## src/rtl/tx_packet_fsm.sv

```systemverilog
// rtl/tx_packet_fsm.sv - packet transmit sequencer: SYNC, PID, data, CRC16, EOP
// Optional CRC-16/USB generator over the data bytes is enabled by TX_CRC16_GEN_EN.
module tx_packet_fsm (
    input  logic       clk,
    input  logic       n_rst,
    input  logic       tx_start,
    input  logic [2:0] tx_packet,
    input  logic [6:0] buffer_occupancy,
    input  logic [7:0] tx_data,
    input  logic       byte_done,
    input  logic       eop_done,
    output logic [7:0] tx_byte,
    output logic       tx_load,
    output logic       get_tx_data,
    output logic       tx_eop,
    output logic       tx_busy,
    output logic       tx_done,
    output logic       tx_error
);

    typedef enum logic [2:0] {
        IDLE, SYNC, PID, DATA, CRC_LO, CRC_HI, EOP, DONE
    } state_t;

    state_t     state;
    state_t     next_state;
    logic [2:0] ptype;
    logic [6:0] remaining;
    logic       legal;
    logic       accept;
    logic       is_data;
    logic       load_next;
    logic       pop_next;
    logic       error_next;
    logic [7:0] byte_next;
    logic [7:0] pid_byte;
    logic [7:0] crc_lo;
    logic [7:0] crc_hi;

    assign legal   = (tx_packet >= 3'd1) && (tx_packet <= 3'd5) &&
                     ((tx_packet >= 3'd3) || (buffer_occupancy <= 7'd64));
    assign accept  = (state == IDLE) && tx_start && legal;
    assign is_data = (ptype == 3'd1) || (ptype == 3'd2);

    always_comb begin
        pid_byte = 8'h00;
        case (ptype)
            3'd1:    pid_byte = 8'hC3;
            3'd2:    pid_byte = 8'h4B;
            3'd3:    pid_byte = 8'hD2;
            3'd4:    pid_byte = 8'h5A;
            3'd5:    pid_byte = 8'h1E;
            default: pid_byte = 8'h00;
        endcase
    end

`ifdef TX_CRC16_GEN_EN
    logic [15:0] crc;

    // Reflected CRC-16 (0xA001), one byte, LSB first to match wire order.
    function automatic logic [15:0] crc16_byte(input logic [15:0] c, input logic [7:0] d);
        logic [15:0] r;
        r = c ^ {8'h00, d};
        for (int i = 0; i < 8; i++) begin
            r = r[0] ? ((r >> 1) ^ 16'hA001) : (r >> 1);
        end
        return r;
    endfunction

    always_ff @(posedge clk or negedge n_rst) begin
        if (!n_rst) begin
            crc <= 16'hFFFF;
        end else if (accept) begin
            crc <= 16'hFFFF;
        end else if (pop_next) begin
            crc <= crc16_byte(crc, tx_data);
        end
    end

    assign crc_lo = ~crc[7:0];
    assign crc_hi = ~crc[15:8];
`else
    assign crc_lo = 8'h00;
    assign crc_hi = 8'h00;
`endif

    always_ff @(posedge clk or negedge n_rst) begin
        if (!n_rst) begin
            state       <= IDLE;
            tx_byte     <= 8'h00;
            tx_load     <= 1'b0;
            get_tx_data <= 1'b0;
            tx_error    <= 1'b0;
            ptype       <= 3'd0;
            remaining   <= 7'd0;
        end else begin
            state       <= next_state;
            tx_byte     <= byte_next;
            tx_load     <= load_next;
            get_tx_data <= pop_next;
            tx_error    <= error_next;
            if (accept) begin
                ptype     <= tx_packet;
                remaining <= (tx_packet <= 3'd2) ? buffer_occupancy : 7'd0;
            end else if (pop_next) begin
                remaining <= remaining - 7'd1;
            end
        end
    end

    // Loads are decided here and registered, so tx_load lands in the first cycle of each state.
    always_comb begin
        next_state = state;
        load_next  = 1'b0;
        pop_next   = 1'b0;
        error_next = 1'b0;
        byte_next  = tx_byte;
        case (state)
            IDLE: begin
                if (tx_start) begin
                    if (legal) begin
                        next_state = SYNC;
                        load_next  = 1'b1;
                        byte_next  = 8'h80;
                    end else begin
                        error_next = 1'b1;
                    end
                end
            end
            SYNC: begin
                if (byte_done) begin
                    next_state = PID;
                    load_next  = 1'b1;
                    byte_next  = pid_byte;
                end
            end
            PID, DATA: begin
                if (byte_done) begin
                    if (!is_data) begin
                        next_state = EOP;
                    end else if (remaining != 7'd0) begin
                        next_state = DATA;
                        load_next  = 1'b1;
                        pop_next   = 1'b1;
                        byte_next  = tx_data;
                    end else begin
                        next_state = CRC_LO;
                        load_next  = 1'b1;
                        byte_next  = crc_lo;
                    end
                end
            end
            CRC_LO: begin
                if (byte_done) begin
                    next_state = CRC_HI;
                    load_next  = 1'b1;
                    byte_next  = crc_hi;
                end
            end
            CRC_HI: begin
                if (byte_done) begin
                    next_state = EOP;
                end
            end
            EOP: begin
                if (eop_done) begin
                    next_state = DONE;
                end
            end
            DONE:    next_state = IDLE;
            default: next_state = IDLE;
        endcase
    end

    always_comb begin
        tx_busy = (state != IDLE) && (state != DONE);
        tx_done = (state == DONE);
        tx_eop  = (state == EOP);
    end

endmodule

```

## config.mk

```make
export PLATFORM = sky130hd
export DESIGN_NAME = tx_packet_fsm
export DESIGN_NICKNAME = d
export VERILOG_FILES = /design/src/rtl/tx_packet_fsm.sv
export SDC_FILE = /design/constraint.sdc
export NUM_CORES = 1
export LEC_CHECK = 0
export ABC_AREA = 1
export BUFFER_PORTS_ARGS = -buffer_cell sky130_fd_sc_hd__buf_4
export CORE_UTILIZATION = 30
export CTS_CLUSTER_SIZE = 20
export DETAILED_ROUTE_END_ITERATION = 8
export GPL_TIMING_DRIVEN = 1
export HOLD_SLACK_MARGIN = 0.06
export PLACE_DENSITY_LB_ADDON = 0.1
export SLEW_MARGIN = 10
export SYNTH_ARGS = -nofsm -noshare
export SYNTH_HDL_FRONTEND = slang
export SYNTH_SLANG_ARGS = --single-unit
```

## constraint.sdc

```tcl
create_clock -name clk -period 1.4 [get_ports clk]
set_input_delay 0.07 -clock clk [delete_from_list [all_inputs] [get_ports clk]]
set_output_delay 0.07 -clock clk [all_outputs]
set_load 0.1 [all_outputs]
```

# Yosys cells after proc, flatten, opt, wreduce, memory -nomap -nowiden
# Index checks and enable logic that the tools add are counted.
# W data, S select, Z words.
totals:
  register_bits: 24
  latchBits: 0
  ram_bits: 0
  romBits: 0
  input_bits: 23
  output_inout_bits: 14
  wordCells: 85
  n_memories: 0
classes:
  addsub: 1
  mul: 0
  n_div: 0
  order_cmp: 5
  eq_ne: 21
  shift: 0
  mux: 35
  n_bitwise: 0
  n_reduce_logical: 16
ops:
  columns: ["operator", "count"]
  rows:
  - ["$mux W8", 7]
  - ["$pmux W8 S5", 1]
  - ["$pmux W8 S4", 1]
  - ["$mux W3", 9]
  - ["$mux W7", 3]
  - ["$pmux W3 S7", 1]
  - ["$eq A3 B3 Y1 const B", 6]
  - ["$ne A2 B2 Y1 const B", 8]
  - ["$reduce_and A7 Y1", 2]
  - ["$eq A3 B2 Y1 const B", 4]
  - ["$mux W1", 12]
  - ["$le A7 B7 Y1 const B", 1]
  - ["$reduce_bool A7 Y1", 1]
  - ["$sub A7 B1 Y7 const B", 1]
  - ["$eq A3 B1 Y1 const B", 2]
  - ["$logic_and A1 B1 Y1", 5]
  - ["$reduce_bool A4 Y1", 1]
  - ["$reduce_or A2 Y1", 2]
  - ["$ge A3 B1 Y1 const B", 1]
  - ["$ge A3 B2 Y1 const B", 1]
  - ["$le A3 B2 Y1 const B", 1]
  - ["$le A3 B3 Y1 const B", 1]
  - ["$logic_not A3 Y1", 1]
  - ["$ne A3 B3 Y1 const B", 1]
  - ["other kinds (4)", 5]

# Logic depth before layout (Yosys ltp)
# Gate-level depths: netlist of run 1.
depth:
  depth_word: 7
  ltp_mapped: 10
  depth_no_buf: 9

# Worst setup path after synthesis of run 1
# OpenSTA, ideal clock, no wires.
synth_timing:
  path_kind: "flip-flop to output port"
  startpoint: "register state[2]"
  endpoint: "output tx_busy"
  arrival_ps: 2778
  t_required_ps: 1330
  setup_slack_ps: -1448
  stages_incl_launch_ff: 5
  n_path_buf: 1
  path_cell_list: "dfrtp_1 -> buf_12 -> inv_2 -> nor2_1 -> nor2_1"
synth_via:
  elab_chain_cells: 2
  word_cells_on_any_way: 3
  cone_classes: "1 x eq/ne; 2 x reduce/logical"
synth_rtl:
  columns: ["element", "line_no", "rtl"]
  rows:
  - ["from (decl)", "25", "state_t state;"]
  - ["from (signal assigned)", "97", "state <= next_state;"]
  - ["$ne A3 B3 Y1 or $reduce_bool A3 Y1 (tied branches)", "176", "tx_busy = (state != IDLE) && (state != DONE);"]
  - ["$logic_and A1 B1 Y1 (*)", "176", null]
  - ["to (decl)", "16", "output logic tx_busy,"]
# Mark *: on every way between the ends. The rest lies on a longest branch, timed or not.

# Worst setup path in the final report of run 1
layout_timing:
  startpoint: "register state[0]"
  endpoint: "register remaining[4]"
layout_via:
  elab_chain_cells: 4
  word_cells_on_any_way: 9
  cone_classes: "2 x eq/ne; 2 x mux; 5 x reduce/logical"
layout_rtl:
  columns: ["element", "line_no", "rtl"]
  rows:
  - ["$eq A3 B2 Y1 or $logic_not A3 Y1 (tied branches)", "118, 42", null]
  - ["$reduce_or A2 Y1 or $logic_and A1 B1 Y1 (tied branches)", "118, 42", null]
  - ["$mux W1 or $logic_and A1 B1 Y1 (tied branches)", "118, 42", null]
  - ["$reduce_bool A2 Y1 (no source line) or $mux W7 (tied branches)", null, null]
  - ["to (signal assigned)", "104", "remaining <= (tx_packet <= 3'd2) ? buffer_occupancy : 7'd0;"]
  - ["to (signal assigned)", "106", "remaining <= remaining - 7'd1;"]
  - ["to (decl)", "28", "logic [6:0] remaining;"]
# Parallel ways exist; a longest one is shown, timed or not.
# A chain may end at the register's enable or synchronous reset.

==> flow_summary_export.csv, run 1 <==
group,metric,value,unit
outcome,status,"finished, violations left",
outcome,failed_checks,"setup timing",
pwr,power.leakage,1.45,nW
placement,placed_cells,376,
placement,gp_congestion,0.744,
hold_path,min_path_type,"input pin to flop",
layout,antenna_cells,0,
layout,drive_above_1_share,47.1,%
critical_path,cp_data_arrival_time,1.65,ns
sta,min_period,1.48,ns
synth,yosysTopAreaCell,"dfrtp_1",
synth,async_reset_ff_share,100,%
clock_tree,clock_latency,0.27,ns
route,vias_per_cell,4.57,
critical_path,r2r_cells,10,
synth,synth_fp_nets,259,
global_route,grt_overflow,0,
sta,setup_viol,23,
synth,synthCells,235,
sta,hold_viol,0,
sta,slew_viol_final,0,
clock_tree,cts_tree,"done",
synth,synthDominantCellAreaShare,35.5,%
global_route,grt_pass1_vias,1771,
die,core,5270,µm²
die,fp.dieW,77.1,µm
synth,ys_top_cells_by_area,"dfrtp_1, nand2_1, nand3_1",
die,ios,37,
die,die_area,5940,µm²
clock_tree,cts_root_buf,"clkbuf_8",
critical_path,rr_startpoint,"state[0]",
die,initial_utilization,32.1,%
synth,yosysSeqAreaShare,35.5,%
pwr,irDropWorstVdd,0.00101,V
clock_tree,cts_max_level,1,
route,drt_first_iter_violations,43,
critical_path,cp_data_required_time,1.57,ns
placement,dp.final_hpwl,3.31,mm
layout,n_fill_cell,528,
critical_path,r2r-end,"remaining[4]",
critical_path,crit_start,"state[0]",
pwr,powerDensity,2510,nW/µm²
route,drc,0,
synth,synth-seq-cells,24,
critical_path,crit_path_end_kind,"flop",
route,vias,1797,
sta,rsz0062_at_grt,"true",
sta,hold_slack,0.0697,ns
layout,final_cells,393,
sta,setup_ws,-0.0813,ns
global_route,grt_max_degree,32,
layout,syn_to_final_growth,64.8,%
global_route,grt_pass1_wl,7.93,mm
clock_tree,cts_sinks,24,
global_route,antenna_found_initial,0,
route,drt_wl_total,4.71,mm
sta,fin_crit_sh,106,%
global_route,track_usage,16.5,%
synth,synth_ff_type,"dfrtp_1",
synth,synth_warnings,0,
sta,slew_headroom,78.8,%
critical_path,crit_type,"flop to flop",
route,drtAntennaViolNets,0,
layout,final_nets,349,
synth,synth_edf_count,0,
run,drv_cap,0,
clock_tree,clk_path_buf_depth,2,
synth,synth_area,1690,µm²
synth,ys_types,30,
synth,syn_avg_cell_area,7.19,µm²
route,dr.pass1.iters,4,
critical_path,worst-path-max-fanout,8,
die,die_h,77.1,µm
sta,timing.fmax,675,MHz
critical_path,rrSetupSlack,-0.08,ns
sta,tightest_slew,0.317,ns
clock_tree,cts_buffers,3,
placement,portBuffers,36,
die,rows,26,
clock_tree,clk_pin_slew,0.08,ns
critical_path,cp-endpoint,"remaining[4]",
critical_path,crit_path_start_kind,"flop",
sta,clock_skew,0.00190,ns
route,route.detailed.wl_per_inst,12.0,µm
per-stage QoR:
step           setup slack (ns)  total power (W)  area (µm²)  utilization [%]  TNS [ns]
4_1_cts                 -0.0815          0.00661        2600             49.3     -1.15
2_1_floorplan            -0.171          0.00423        1720                -    -0.581
6_report                -0.0813          0.00699        2790             52.9     -1.07
5_1_grt                  -0.186          0.00746        2790             52.9     -3.15
3_3_place_gp            -0.0149          0.00561        2350             44.5   -0.0304
3_5_place_dp            -0.0430          0.00560        2350             44.5    -0.131
registers in the layout, summed over array words and instances (netlist names):
register	cells
remaining	7
tx_byte	8
get_tx_data	1
state	3
tx_load	1
ptype	3
tx_error	1
layout make-up:
cell class              count  area, µm²  area share, %
repair buffers             89        818           29.4
well taps                  70       87.6           3.14
inverters                  24        100           3.59
flip-flops and latches     24        603           21.6
multi-input cells         183       1140           40.8
clock buffers               3       41.3           1.48
cell usage after synthesis, types with 2 or more instances:
| library cell | number |
|---|---|
| a21oi_1 | 2 |
| buf_2 | 3 |
| dfrtp_1 | 24 |
| inv_1 | 20 |
| inv_2 | 4 |
| nand2_1 | 72 |
| nand2_2 | 4 |
| nand2_4 | 3 |
| nand3_1 | 43 |
| nand3_4 | 2 |
| nand4_1 | 6 |
| nor2_1 | 23 |
| nor2_2 | 2 |
| nor2_8 | 2 |
| o21ai_0 | 6 |
| o21ai_1 | 2 |
| xnor2_1 | 4 |
placed cells by master (no fill, tap or decap):
master         instances
buf_4                 72
nand2_1               64
nand3_1               32
dfrtp_1               22
inv_1                 15
nor2_1                15
nand3_2               12
nand2_2               12
nor2_4                 9
buf_6                  8
inv_2                  6
nand4_1                6
o21ai_0                6
buf_12                 5
xnor2_1                4
nand2_4                3
clkbuf_8               3
o21ai_4                2
inv_4                  2
nor2_8                 2
nand3_4                2
a21oi_2                2
nor2_2                 2
o21ai_1                2
clkbuf_16              2
dfrtp_2                2
inv_6                  1
a21boi_2               1
nand2_8                1
nand4_2                1
o211ai_1               1
nand3b_1               1
o22ai_1                1
xor2_1                 1
ha_4                   1
buf_16                 1
dlygate4sd3_1          1
worst max-delay path: stages (launching register included):
cell	delay, ns
dfrtp_1	0.43
nor2_4	0.14
nand2_2	0.07
buf_6	0.12
nor2_8	0.11
nand3_4	0.13
buf_12	0.18
nand2_1	0.06
nand2_1	0.04
nand2_1	0.05
nand2_1	0.04
power by group:
part | internal (W) | total [W] | leakage (nW) | switching (W)
Clock | 0.000193 | 0.000416 | 0.0216 | 0.000223
Sequential | 0.000992 | 0.00120 | 0.306 | 0.000208
Combinational | 0.00223 | 0.00537 | 1.12 | 0.00314
Total | 0.00342 | 0.00699 | 1.45 | 0.00357
metal layers:
metal / track usage (%) / wire, µm / up-vias
met2: 29.9 / 2420 / 30
met1: 20.0 / 2110 / 820
met5: 0 / 0 / -
met3: 2.62 / 122 / 5
met4: 4.53 / 57 / 0
li1: - / - / 942
how the worst min path moves through the flow:
stage	cells after the start	end	start
after floorplan	0	get_tx_data	n_rst
after global placement	1	tx_load	n_rst
after detailed placement	1	tx_load	n_rst
after CTS	3	ptype[1]	tx_packet[1]
after global routing	3	ptype[1]	tx_packet[1]
final	3	ptype[1]	tx_packet[1]
kinds of logic (layout without fill, tap and decap cells):
group,count (synthesis),after routing,synth area share (%)
DFF,24,24,35.5
buffers and inverters,29,116,8.07
xor gates and xnor gates,5,5,2.59
and+or+nand+nor,161,162,47.1
adders and majority gates,1,1,0.740
AOI/OAI and AO/OA,15,15,5.92
timing repair:
item	in CTS	in global routing
hold buffers	1	0
pin swaps	13	20
hold endpoints to repair	24	0
gates resized for setup	28	33
buffers inserted	7	2
endpoints found under the setup margin	21	25
gates cloned	2	2
Note: power is estimated with default switching activity, not from simulation.
==> run 2, diff against run 1 <==
Settings changed: ABC_AREA 1 to default.
==> flow_summary_export.csv, run 2 <==
group,metric,value,unit
sta,min_period,2.18,ns
synth,synth_most_common_cell,"dfrtp_1",
run,drv_cap,0,
synth,yosysTopAreaCell,"dfrtp_1",
pwr,power.leakage,1.24,nW
pwr,p_int,0.00320,W
clock_tree,cts_root_buf,"clkbuf_8",
outcome,failed_checks,"setup timing",
global_route,grt_pass1_vias,1679,
synth,synthDominantCellAreaShare,40.1,%
sta,slew_headroom,44.8,%
clock_tree,clk_pin_slew,0.09,ns
die,initial_utilization,31.5,%
sta,slew_viol_final,0,
global_route,grt_overflow,0,
layout,largest_register_ffs,8,
synth,synthCells,169,
route,drtAntennaViolNets,0,
synth,synth-seq-cells,24,
route,drt_first_iter_violations,69,
route,dr.pass1.iters,4,
critical_path,worst-path-max-fanout,6,
synth,synth_edf_count,0,
placement,dp.final_hpwl,3.31,mm
synth,synth_fp_nets,193,
global_route,grt_max_degree,25,
route,vias_per_cell,4.89,
layout,n_fill_cell,461,
clock_tree,cts_max_level,1,
die,rows,25,
sta,setup_viol,25,
placement,portBuffers,36,
outcome,status,"finished, violations left",
sta,clock_skew,0.00275,ns
clock_tree,cts_buffers,3,
clock_tree,clock_latency,0.27,ns
die,die_h,72.6,µm
layout,top_regs,"tx_byte (8), remaining (7)",
placement,gp_congestion,0.814,
pwr,pwr-share-seq,19.0,%
placement,placed_cells,306,
global_route,grt_pass1_wl,7.52,mm
clock_tree,cts_tree,"done",
sta,tightest_slew,0.807,ns
global_route,antenna_found_initial,0,
sta,setup_ws,-0.778,ns
critical_path,crit_path_end_kind,"flop",
global_route,track_usage,18.4,%
layout,syn_to_final_growth,73.9,%
sta,finalSetupTns,-13.90,ns
sta,hold_viol,0,
pwr,clkPwrFrac,10.3,%
die,die_area,5270,µm²
layout,final_cell_mix,"buf_4, dfrtp_1, nand2_1, nor2_1, nor3_1",
die,core,4750,µm²
synth,synth_ff_type,"dfrtp_1",
die,fp.dieW,72.6,µm
route,vias,1619,
sta,timing.fmax,459,MHz
pwr,powerDensity,2360,nW/µm²
sta,fin_crit_sh,156,%
layout,final_cells,331,
layout,drive_above_1_share,53.8,%
route,route.detailed.wl_per_inst,13.5,µm
layout,final_nets,289,
layout,layout_commonest_cell,"buf_4",
synth,synth_warnings,0,
critical_path,cp_data_arrival_time,2.38,ns
pwr,irDropWorstVdd,0.00115,V
hold_path,min_path_type,"input pin to flop",
layout,antenna_cells,0,
synth,yosysSeqAreaShare,40.1,%
critical_path,cp_data_required_time,1.60,ns
pwr,p_comb_share,70.7,%
clock_tree,clk_path_buf_depth,2,
critical_path,crit_path_start_kind,"flop",
sta,rsz0062_at_grt,"true",
pwr,swShare,47.7,%
synth,syn_avg_cell_area,8.85,µm²
route,drt_wl_total,4.47,mm
pwr,total_power,0.00613,W
synth,ys_types,48,
synth,async_reset_ff_share,100,%
synth,synthTopCellsByCount,"dfrtp_1, nand2_1, nor2_1, nor3_1, a21oi_1",
clock_tree,cts_sinks,24,
layout,regMostFlops,"tx_byte",
synth,ys_top_cells_by_area,"dfrtp_1, nand2_1, nor2_1",
critical_path,crit_type,"flop to flop",
synth,synth_area,1500,µm²
route,drc,0,
pwr,p_sw,0.00293,W
die,ios,37,
==> run 2: cell families after synthesis <==
family / after synthesis / share of synthesized area (%)
fa+ha+maj: 1 / 0.836
mux: 8 / 6.35
xor+xnor: 5 / 2.93
buf+inv: 19 / 5.85
compound gates: 41 / 19.8
flops: 24 / 40.1
simple gates: 71 / 24.1
==> run 2: path summary, 6_finish.rpt <==
check                                          from      endpoint  slack [ns]  depth (start not counted)
worst max-delay path                   remaining[1]  remaining[1]       -0.78                          8
worst min-delay path            buffer_occupancy[5]  remaining[5]        0.07                          3
worst max register to register         remaining[1]  remaining[1]       -0.78                          8
worst min register to register           tx_byte[3]    tx_byte[3]        0.49                          1
max in group asynchronous                     n_rst      state[1]        0.92                          2
min in group asynchronous                     n_rst      state[2]        0.22                          2
==> run 2: per-stage QoR <==
stage	util (%)	cell area (µm²)	worst slack (ns)	hold WS [ns]
4_1_cts	53.2	2530	-0.773	0.0698
5_1_grt	54.7	2600	-0.847	0.0749
3_5_place_dp	46.1	2190	-0.773	-0.00584
6_report	54.7	2600	-0.778	0.0721
2_1_floorplan	-	1590	-0.669	-0.226
3_3_place_gp	46.1	2190	-0.700	-0.0117
==> run 2: timing repair <==
item	4_1_cts	5_1_grt
buffers inserted	18	3
resized for setup	33	12
pin swaps	19	7
gates cloned	1	0
hold buffers	1	0
endpoints found under the setup margin	26	26
hold endpoints to repair	24	0
==> run 2: worst max-delay path, cell delays in order (launching register included) <==
cell     delay, ns
dfrtp_1       0.40
inv_2         0.08
ha_4          0.12
or3b_4        0.37
or4_4         0.55
nand2_2       0.11
inv_2         0.06
mux2_4        0.29
mux2i_1       0.13
==> run 2: layout make-up <==
type | instances | area [µm²] | area share (%)
flip-flops and latches | 24 | 602 | 23.1
clock inverters | 1 | 30.0 | 1.15
clock buffers | 3 | 41.3 | 1.59
inverters | 7 | 28.8 | 1.11
repair buffers | 102 | 840 | 32.3
multi-input cells | 127 | 977 | 37.5
well taps | 67 | 83.8 | 3.22
==> run 2: routing by layer <==
metal	track usage, %	vias up	share of wire, %
met2	33.1	34	50
met5	0	-	0
li1	-	795	-
met3	3.04	9	3.2
met1	22.0	781	45
met4	6.97	0	1.7
==> run 2: power groups by stage <==
stage / clock [W] / combinational [W] / sequential (W)
6_report: 0.000632 / 0.00434 / 0.00116
5_1_grt: 0.000668 / 0.00464 / 0.00120
2_1_floorplan: 0 / 0.00188 / 0.00182
4_1_cts: 0.000637 / 0.00416 / 0.00115
3_5_place_dp: 0 / 0.00354 / 0.00114
3_3_place_gp: 0 / 0.00348 / 0.00113
==> run 3, diff against run 2 <==
Settings changed: TNS_END_PERCENT from default to 1.
==> flow_summary_export.csv, run 3 (synthesized netlist as in run 2, its figures left out) <==
group,metric,value,unit
sta,hold_viol,0,
route,drc,0,
critical_path,r2r_cells,8,
clock_tree,clock_latency,0.27,ns
layout,top_regs,"tx_byte (8), remaining (7)",
route,route.detailed.wl_per_inst,13.3,µm
sta,rsz0062_at_grt,"true",
route,vias,1525,
pwr,irDropWorstVdd,0.00158,V
placement,gp_congestion,0.792,
critical_path,cp_data_required_time,1.59,ns
sta,timing.fmax,459,MHz
die,die_area,5270,µm²
sta,finalSetupTns,-12.63,ns
pwr,power.leakage,1.12,nW
critical_path,cp_data_arrival_time,2.37,ns
run,drv_cap,0,
global_route,grt_pass1_vias,1510,
layout,final_cell_mix,"buf_4, dfrtp_1, nand2_1, nor2_1, nor3_1",
global_route,track_usage,16.9,%
global_route,grt_pass1_wl,6.97,mm
layout,n_fill_cell,491,
layout,final_cell_area,2320,µm²
sta,tightest_slew,0.573,ns
placement,portBuffers,36,
layout,syn_to_final_growth,54.8,%
global_route,antenna_found_initial,0,
die,rows,25,
critical_path,worstPathCellList,"inv_2 -> ha_1 -> or3b_4 -> or4_4 -> nand2_2 -> inv_2 -> mux2_4 -> mux2i_1",
global_route,grt_overflow,0,
critical_path,crit_type,"flop to flop",
critical_path,slowest_delay,0.49,ns
layout,layout_commonest_cell,"buf_4",
die,initial_utilization,31.5,%
sta,setup_viol,25,
die,fp.dieW,72.6,µm
die,ios,37,
clock_tree,cts_max_level,1,
layout,drive_above_1_share,44.2,%
critical_path,crit_path_end_kind,"flop",
die,core,4750,µm²
route,dr.pass1.iters,4,
route,drt_wl_total,4.11,mm
clock_tree,cts_buffers,3,
hold_path,min_path_type,"input pin to flop",
sta,min_period,2.18,ns
sta,hold_slack,0.129,ns
outcome,status,"finished, violations left",
clock_tree,clk_pin_slew,0.09,ns
layout,largest_register_ffs,8,
layout,final_nets,267,
critical_path,crit_path_start_kind,"flop",
sta,slew_viol_final,0,
sta,fin_crit_sh,156,%
placement,place_area,2130,µm²
critical_path,cpMostUsedCell,"inv_2",
clock_tree,clk_path_buf_depth,2,
sta,setup_ws,-0.779,ns
critical_path,worst-path-buf-inv,2,
critical_path,worst_path_max_delay_cell,"or4_4",
sta,clock_skew,0.00263,ns
route,drtAntennaViolNets,0,
pwr,powerDensity,2300,nW/µm²
sta,slew_headroom,60.8,%
critical_path,worst-path-max-fanout,8,
route,drt_first_iter_violations,154,
critical_path,crit_cells,8,
layout,regMostFlops,"tx_byte",
die,die_h,72.6,µm
placement,dp.final_hpwl,3.19,mm
layout,antenna_cells,0,
hold_path,whs_path_depth,3,
route,vias_per_cell,4.94,
clock_tree,cts_sinks,24,
clock_tree,cts_root_buf,"clkbuf_8",
clock_tree,cts_tree,"done",
outcome,failed_checks,"setup timing",
critical_path,critPathTopFamily,"simple AND/OR/NAND/NOR gates",
global_route,grt_max_degree,25,
-- run 3: cell types whose count changed in the layout (fill, tap and decap cells not counted), moves of 2 or more --
cell / change
nor3_1: +2
nor2_4: -2
a31oi_4: -2
buf_6: -2
buf_4: -20
nand2_1: +2
nand2_2: -2
-- run 3: stage by stage --
stage	setup slack (ns)	util [%]	total power (W)	cells
final	-0.779	48.7	0.00534	309
after global routing	-0.872	48.7	0.00569	309
after CTS	-0.795	47.6	0.00523	309
after detailed placement	-0.781	44.7	0.00456	303
after global placement	-0.684	44.7	0.00449	303
after floorplan	-0.675	-	0.00353	169
-- run 3: worst min-delay path, stage by stage --
cell and delay [ns]:
buf_4 0.08, a31oi_1 0.08, o2bb2ai_1 0.13
-- run 3: final cells by class --
cell class                 count  area [µm²]  area share [%]
clock buffer                   4        55.1            2.38
tap                           67        83.8            3.62
multi-input combinational    126         865            37.3
timing repair buffer          81         682            29.4
sequential                    24         602            26.0
inverter                       7        28.8            1.24
-- run 3: metal layers --
layer  GRT usage, %  vias up  wire length, µm
li1               -      758                -
met1           21.0      726             1860
met2           29.8       35             2060
met3           2.21        6              125
met4           6.32        0               57
met5              0        -                0
-- run 3: what timing repair did --
item / in CTS / in global routing
pin swaps: 4 / 2
gates resized for setup: 17 / 14
endpoints found under the setup margin: 26 / 26
hold endpoints to repair: 25 / 0
setup buffers: 0 / 0
cloned: 0 / 0
hold buffers: 2 / 0
-- run 3: final timing paths --
kind,startpoint,end,slack (ns)
worst min register to register,tx_byte[0],tx_byte[0],0.49
worst max register to register,remaining[1],remaining[1],-0.78
worst min-delay path,tx_data[4],tx_byte[4],0.13
min in group asynchronous,n_rst,tx_byte[0],0.23
worst max-delay path,remaining[1],remaining[1],-0.78
max in group asynchronous,n_rst,state[1],0.92
-- run 3: power breakdown --
group	total (W)	internal, W	leakage [nW]	switching, W
logic	0.00372	0.00147	0.778	0.00224
clock network	0.000482	0.000251	0.0288	0.000230
registers	0.00114	0.000960	0.309	0.000178
total	0.00534	0.00268	1.12	0.00265
